===== src/rtl/vco_cal_sequencer.sv =====
// -----------------------------------------------------------------------------
// vco_cal_sequencer
// Calibration sequencer for the two-VCO backend datapath. A start request
// holds the amplifier and VCO resets, releases them, lets the loop settle and
// then counts VCO1/VCO2 edge pulses over a fixed window. The amplifier-1 gain
// code is stepped toward the side that balances the two rates until they
// match within TOL or the code hits its end stop, and the result is then
// reported with o_ready.
//
// Ports
//   i_clk          system clock, all logic on the rising edge
//   i_resetAll     synchronous active-high reset
//   i_start        start calibration (honoured only in IDLE or DONE)
//   i_vco1_pulse   one-cycle pulse per VCO1 edge, i_clk synchronous
//   i_vco2_pulse   one-cycle pulse per VCO2 edge, i_clk synchronous
//   i_gain2_cfg    amplifier-2 gain, captured on an accepted start
//   o_busy         high while a calibration is in progress
//   o_ready        calibration complete, held until next start or reset
//   o_vco1_fast    last compare found cnt1 > cnt2 + TOL
//   o_resetb1/2    amplifier resets, active low
//   o_resetbvco1/2 VCO resets, active low
//   o_gainA1       amplifier-1 gain code (midscale 4)
//   o_gainA2       amplifier-2 gain code
// -----------------------------------------------------------------------------
module vco_cal_sequencer #(
   parameter int WIN_CYCLES    = 1024,
   parameter int SETTLE_CYCLES = 16,
   parameter int CNT_W         = 12,
   parameter int TOL           = 2
) (
   input  logic       i_clk,
   input  logic       i_resetAll,
   input  logic       i_start,
   input  logic       i_vco1_pulse,
   input  logic       i_vco2_pulse,
   input  logic [1:0] i_gain2_cfg,
   output logic       o_busy,
   output logic       o_ready,
   output logic       o_vco1_fast,
   output logic       o_resetb1,
   output logic       o_resetb2,
   output logic       o_resetbvco1,
   output logic       o_resetbvco2,
   output logic [2:0] o_gainA1,
   output logic [1:0] o_gainA2
);

   // One timer is shared by reset-hold, settle and the measurement window.
   localparam int TMR_MAX = (WIN_CYCLES > SETTLE_CYCLES) ? WIN_CYCLES : SETTLE_CYCLES;
   localparam int TMR_W   = (TMR_MAX > 1) ? $clog2(TMR_MAX + 1) : 1;

   // Reset hold ends one count later than settle: the cycle in which the
   // start is accepted does not yet drive the resets low.
   localparam logic [TMR_W-1:0] HOLD_END    = TMR_W'(SETTLE_CYCLES);
   localparam logic [TMR_W-1:0] SETTLE_LAST = TMR_W'(SETTLE_CYCLES - 1);
   localparam logic [TMR_W-1:0] WIN_LAST    = TMR_W'(WIN_CYCLES - 1);
   localparam logic [TMR_W-1:0] TMR_ONE     = TMR_W'(1);

   localparam logic signed [CNT_W:0] TOL_S     = (CNT_W + 1)'(TOL);
   localparam logic signed [CNT_W:0] NEG_TOL_S = -((CNT_W + 1)'(TOL));

   typedef enum logic [2:0] {
      S_IDLE     = 3'd0,
      S_RST_HOLD = 3'd1,
      S_SETTLE   = 3'd2,
      S_MEASURE  = 3'd3,
      S_COMPARE  = 3'd4,
      S_DONE     = 3'd5
   } state_t;

   state_t                  state_r;
   logic [TMR_W-1:0]        timer_r;
   logic [CNT_W-1:0]        cnt1_r;
   logic [CNT_W-1:0]        cnt2_r;
   logic signed [CNT_W:0]   diff_s;
   logic                    vco1_fast_s;
   logic                    vco1_slow_s;

   // Saturating pulse counter step: an all-ones count never wraps.
   function automatic logic [CNT_W-1:0] sat_inc(input logic [CNT_W-1:0] cnt,
                                                input logic             pulse);
      logic [CNT_W-1:0] res;
      if (pulse && (cnt != {CNT_W{1'b1}})) begin
         res = cnt + CNT_W'(1);
      end else begin
         res = cnt;
      end
      return res;
   endfunction

   // Rate comparison on a sign-extended difference so cnt1 < cnt2 is exact.
   always_comb begin
      diff_s      = $signed({1'b0, cnt1_r}) - $signed({1'b0, cnt2_r});
      vco1_fast_s = 1'b0;
      vco1_slow_s = 1'b0;
      if (diff_s > TOL_S) begin
         vco1_fast_s = 1'b1;
      end else if (diff_s < NEG_TOL_S) begin
         vco1_slow_s = 1'b1;
      end else begin
         vco1_fast_s = 1'b0;
         vco1_slow_s = 1'b0;
      end
   end

   // Calibration FSM with all outputs registered.
   always_ff @(posedge i_clk) begin
      if (i_resetAll) begin
         state_r      <= S_IDLE;
         timer_r      <= '0;
         cnt1_r       <= '0;
         cnt2_r       <= '0;
         o_busy       <= 1'b0;
         o_ready      <= 1'b0;
         o_vco1_fast  <= 1'b0;
         o_resetb1    <= 1'b0;
         o_resetb2    <= 1'b0;
         o_resetbvco1 <= 1'b0;
         o_resetbvco2 <= 1'b0;
         o_gainA1     <= 3'd4;
         o_gainA2     <= 2'd0;
      end else begin
         case (state_r)
            S_IDLE, S_DONE: begin
               if (i_start) begin
                  state_r     <= S_RST_HOLD;
                  timer_r     <= '0;
                  o_busy      <= 1'b1;
                  o_ready     <= 1'b0;
                  o_vco1_fast <= 1'b0;
                  o_gainA1    <= 3'd4;
                  o_gainA2    <= i_gain2_cfg;
               end
            end

            S_RST_HOLD: begin
               if (timer_r == HOLD_END) begin
                  state_r      <= S_SETTLE;
                  timer_r      <= '0;
                  o_resetb1    <= 1'b1;
                  o_resetb2    <= 1'b1;
                  o_resetbvco1 <= 1'b1;
                  o_resetbvco2 <= 1'b1;
               end else begin
                  timer_r      <= timer_r + TMR_ONE;
                  o_resetb1    <= 1'b0;
                  o_resetb2    <= 1'b0;
                  o_resetbvco1 <= 1'b0;
                  o_resetbvco2 <= 1'b0;
               end
            end

            S_SETTLE: begin
               if (timer_r == SETTLE_LAST) begin
                  state_r <= S_MEASURE;
                  timer_r <= '0;
                  cnt1_r  <= '0;
                  cnt2_r  <= '0;
               end else begin
                  timer_r <= timer_r + TMR_ONE;
               end
            end

            S_MEASURE: begin
               cnt1_r <= sat_inc(cnt1_r, i_vco1_pulse);
               cnt2_r <= sat_inc(cnt2_r, i_vco2_pulse);
               if (timer_r == WIN_LAST) begin
                  state_r <= S_COMPARE;
                  timer_r <= '0;
               end else begin
                  timer_r <= timer_r + TMR_ONE;
               end
            end

            S_COMPARE: begin
               timer_r <= '0;
               if (vco1_fast_s) begin
                  o_vco1_fast <= 1'b1;
                  if (o_gainA1 != 3'd0) begin
                     o_gainA1 <= o_gainA1 - 3'd1;
                     state_r  <= S_SETTLE;
                  end else begin
                     state_r  <= S_DONE;
                     o_busy   <= 1'b0;
                     o_ready  <= 1'b1;
                  end
               end else if (vco1_slow_s) begin
                  o_vco1_fast <= 1'b0;
                  if (o_gainA1 != 3'd7) begin
                     o_gainA1 <= o_gainA1 + 3'd1;
                     state_r  <= S_SETTLE;
                  end else begin
                     state_r  <= S_DONE;
                     o_busy   <= 1'b0;
                     o_ready  <= 1'b1;
                  end
               end else begin
                  o_vco1_fast <= 1'b0;
                  state_r     <= S_DONE;
                  o_busy      <= 1'b0;
                  o_ready     <= 1'b1;
               end
            end

            default: begin
               state_r <= S_IDLE;
               timer_r <= '0;
               o_busy  <= 1'b0;
               o_ready <= 1'b0;
            end
         endcase
      end
   end

endmodule


===== config.mk =====
export PLATFORM = sky130hd
export DESIGN_NAME = vco_cal_sequencer
export DESIGN_NICKNAME = d
export VERILOG_FILES = /design/src/rtl/vco_cal_sequencer.sv
export SDC_FILE = /design/constraint.sdc
export NUM_CORES = 1
export LEC_CHECK = 0
export CAP_MARGIN = 20
export CORE_MARGIN = 1.5
export CORE_UTILIZATION = 60
export DETAILED_ROUTE_END_ITERATION = 8
export PLACE_DENSITY_LB_ADDON = 0.15
export RECOVER_POWER = 100
export SYNTH_ARGS = -nofsm -noshare
export SYNTH_HDL_FRONTEND = slang
export SYNTH_SLANG_ARGS = --single-unit
export TNS_END_PERCENT = 5

===== constraint.sdc =====
create_clock -name i_clk -period 9.4 [get_ports i_clk]
set_input_delay 1.41 -clock i_clk [delete_from_list [all_inputs] [get_ports i_clk]]
set_output_delay 1.41 -clock i_clk [all_outputs]
set_load 0.03 [all_outputs]

==> metrics.cfg <==
[detailed_routing]
wl_um=6620
drtPass1Iterations=4
post_drt_wl_per_cell_um=13.7
post-route-drc-count=0
detail_route.vias_per_cell=5.81
ant_nets=0
dr_total_vias=2804
drt_iter0_drc=154

[die]
die_y_um=75.6
io_pins=19
rows=26
initial_utilization_pct=62.0
die_area_sq_mm=0.00572
core-area_sq_mm=0.00511
die-width_um=75.6

[logic_synthesis]
ys_types=64
syn_nets=430
synth_edf_count=0
synth-adder-area-share_pct=7.59
yosysSeqAreaShare_pct=29.7
synth_top_family_by_area=simple AND/OR/NAND/NOR gates
synth_top_area_share_pct=29.7
synthMuxAreaShare_pct=1.03
synth_flop_cell=dfxtp_1
synth_compound_area_share_pct=18.1
netlist_top_cells_area=dfxtp_1 30%, ha_1 6.3%, nor2_1 5.9%, a21oi_1 4.4%, xnor2_1 4.4%
synthSimpleGateAreaFrac_pct=30.6
yosysTopAreaCell=dfxtp_1
synth-seq-cells=47
synth.cell_area_sq_mm=0.00317
synth-async-reset-ratio_pct=0
synth.avg_cell_area_sq_um=7.82
yosysWarningCount=0
netlist_instances=405
synth-xor-area-share_pct=7.47

[placed_design]
place_hpwl_um=4970
gp_congestion=0.892
port_buffers=18

[cts]
cts.sink_count=47
cts-resized-gates=0
cts_setup_buffers=0
cts-hold-fix-buffers=0
cts_max_level=2
root_buffer=clkbuf_8
path_clk_slew_ns=0.09
clk_latency_ns=0.29
clockBufferDepth=2
cts_tree=built
cts_buffers=5

[power]
leakage_uw=0.00134
ir_drop_mv=0.0937
power.density_mw_per_mm2=153

[timing]
tns_ns=0
relSlewSlack_pct=31.3
worst_pin_slew_ns=1.03
fin_crit_ns=3.98
hold_violations=0
max_freq_mhz=251
clock_skew_ns=0.00463
rsz0062_at_grt=false
finalMaxSlewViolations=0
setup-violations-final=0
finalCritPeriodShare_pct=42.4

[worst_setup_path]
end_kind=flip-flop
path_cells=inv_1 -> ha_1 -> fa_1 -> nand2b_1 -> a21oi_1 -> xor2_1 -> or3_1 -> or4_1 -> o31ai_1 -> inv_1 -> fa_1 -> xnor2_1 -> and3_1 -> o31ai_1
cp_slowest_cell=or4_1
crit_arrival_ns=4.20
start_kind=flip-flop
critPathBufInv=2
crit_family=simple AND/OR/NAND/NOR gates
critPathRequiredTime_ns=9.62
path_max_fanout=5
r2r_slack_ns=5.42
path_class=flip-flop to flip-flop
slowest_delay_ns=0.54

[layout]
multi_input_area_sq_mm=0.00203
regArea_sq_um=941
finalCoreUtilization_pct=66.9
layout.nets=437
syn_to_final_growth_pct=7.98
drive_gt1_share_pct=5.08
antenna_cells=0
mostFrequentLayoutCell=nor2_1
final_cell_mix=50 x nor2_1, 47 x dfxtp_1, 31 x nand2_1
nFillCells=479

[global_routing]
grt-ovfl-total=0
antenna_found_initial=0
grt_pass1_vias=2347
grt_max_degree=29
grt_usage_pct=23.5
grt_pass1_wl_um=10500

[hold_path]
min_path_type=flip-flop to flip-flop

[run]
drv_cap=0

[outcome]
status=finished clean

==> synthesized netlist by cell type (all sizes together), types with 3 or more instances <==
cell    count
and4        3
xnor2      16
xor2       11
nand2      31
o21ai      21
a21o        5
nor4        3
o21a        3
o31ai       3
and3       10
nor2       50
and2        3
or4         4
nand2b      9
nor2b       6
nor3       14
or3         7
a31o        3
a21oi      28
dfxtp      47
buf         7
clkbuf     12
ha         16
inv        20
nand3b      3
o211ai      5
nand3      20
nand4       9
==> through the flow <==
stage / instance area (sq um) / worst slack (ns) / hold WS [ns] / power (uW) / instances
finish: 3420 / 5.42 / 0.455 / 522 / 483
global route: 3420 / 5.13 / 0.480 / 556 / 483
CTS: 3440 / 5.63 / 0.461 / 531 / 483
detailed placement: 3340 / 5.64 / 0.451 / 404 / 475
global placement: 3340 / 5.76 / 0.445 / 399 / 475
floorplan: 3170 / 5.85 / 0.457 / 362 / 405
==> cell type report <==
| cell class | instances | share of cell area [%] |
|---|---|---|
| tap | 70 | 2.56 |
| inverter | 20 | 2.20 |
| multi-input combinational | 319 | 59.4 |
| timing repair buffer | 19 | 5.49 |
| clock buffer | 7 | 2.53 |
| clock inverter | 1 | 0.256 |
| sequential | 47 | 27.5 |
==> final timing paths <==
check,startpoint,end,depth (start not counted)
worst min register to register,o_gainA2[0]$_SDFFE_PP0P_,o_gainA2[0]$_SDFFE_PP0P_,2
worst min-delay path,o_gainA2[0]$_SDFFE_PP0P_,o_gainA2[0]$_SDFFE_PP0P_,2
worst max register to register,cnt1_r[0]$_SDFFE_PP0P_,o_gainA1[2]$_SDFFE_PP1P_,14
worst max-delay path,cnt1_r[0]$_SDFFE_PP0P_,o_gainA1[2]$_SDFFE_PP1P_,14
==> sequential cells by signal (all words and copies together), names as in the netlist <==
signal,count
o_busy,1
o_gainA2,2
timer_r,11
o_gainA1,3
cnt1_r,12
o_ready,1
cnt2_r,12
state_r,3
o_vco1_fast,1
o_resetbvco2,1
==> power by group <==
group          internal, uW  switching, uW  leakage (uW)
clock                  60.4           68.1     0.0000484
combinational          65.1           94.4      0.000911
sequential              213           20.8      0.000380
==> cells by family (layout without fill, tap and decap cells) <==
logic type      count (synthesis)  in the layout
simple gates                  185            185
compound gates                 86             86
flops                          47             47
buf+inv                        39             47
xor+xnor                       27             27
fa+ha+maj                      18             18
mux                             3              3
==> layer usage <==
layer | vias to the layer above | track usage, % | routed length [um]
li1 | 1457 | - | -
met3 | 4 | 4.89 | 179
met2 | 42 | 35.2 | 2970
met4 | 0 | 5.36 | 38
met5 | - | 0 | 0
met1 | 1301 | 34.8 | 3440
==> worst reg2reg max path, cell delays in order (launching register included) <==
cell	delay (ns)
dfxtp_1	0.40
inv_1	0.06
ha_1	0.21
fa_1	0.42
nand2b_1	0.19
a21oi_1	0.16
xor2_1	0.09
or3_1	0.30
or4_1	0.54
o31ai_1	0.44
inv_1	0.15
fa_1	0.40
xnor2_1	0.15
and3_1	0.19
o31ai_1	0.21
(Power assumes the default switching activity.)
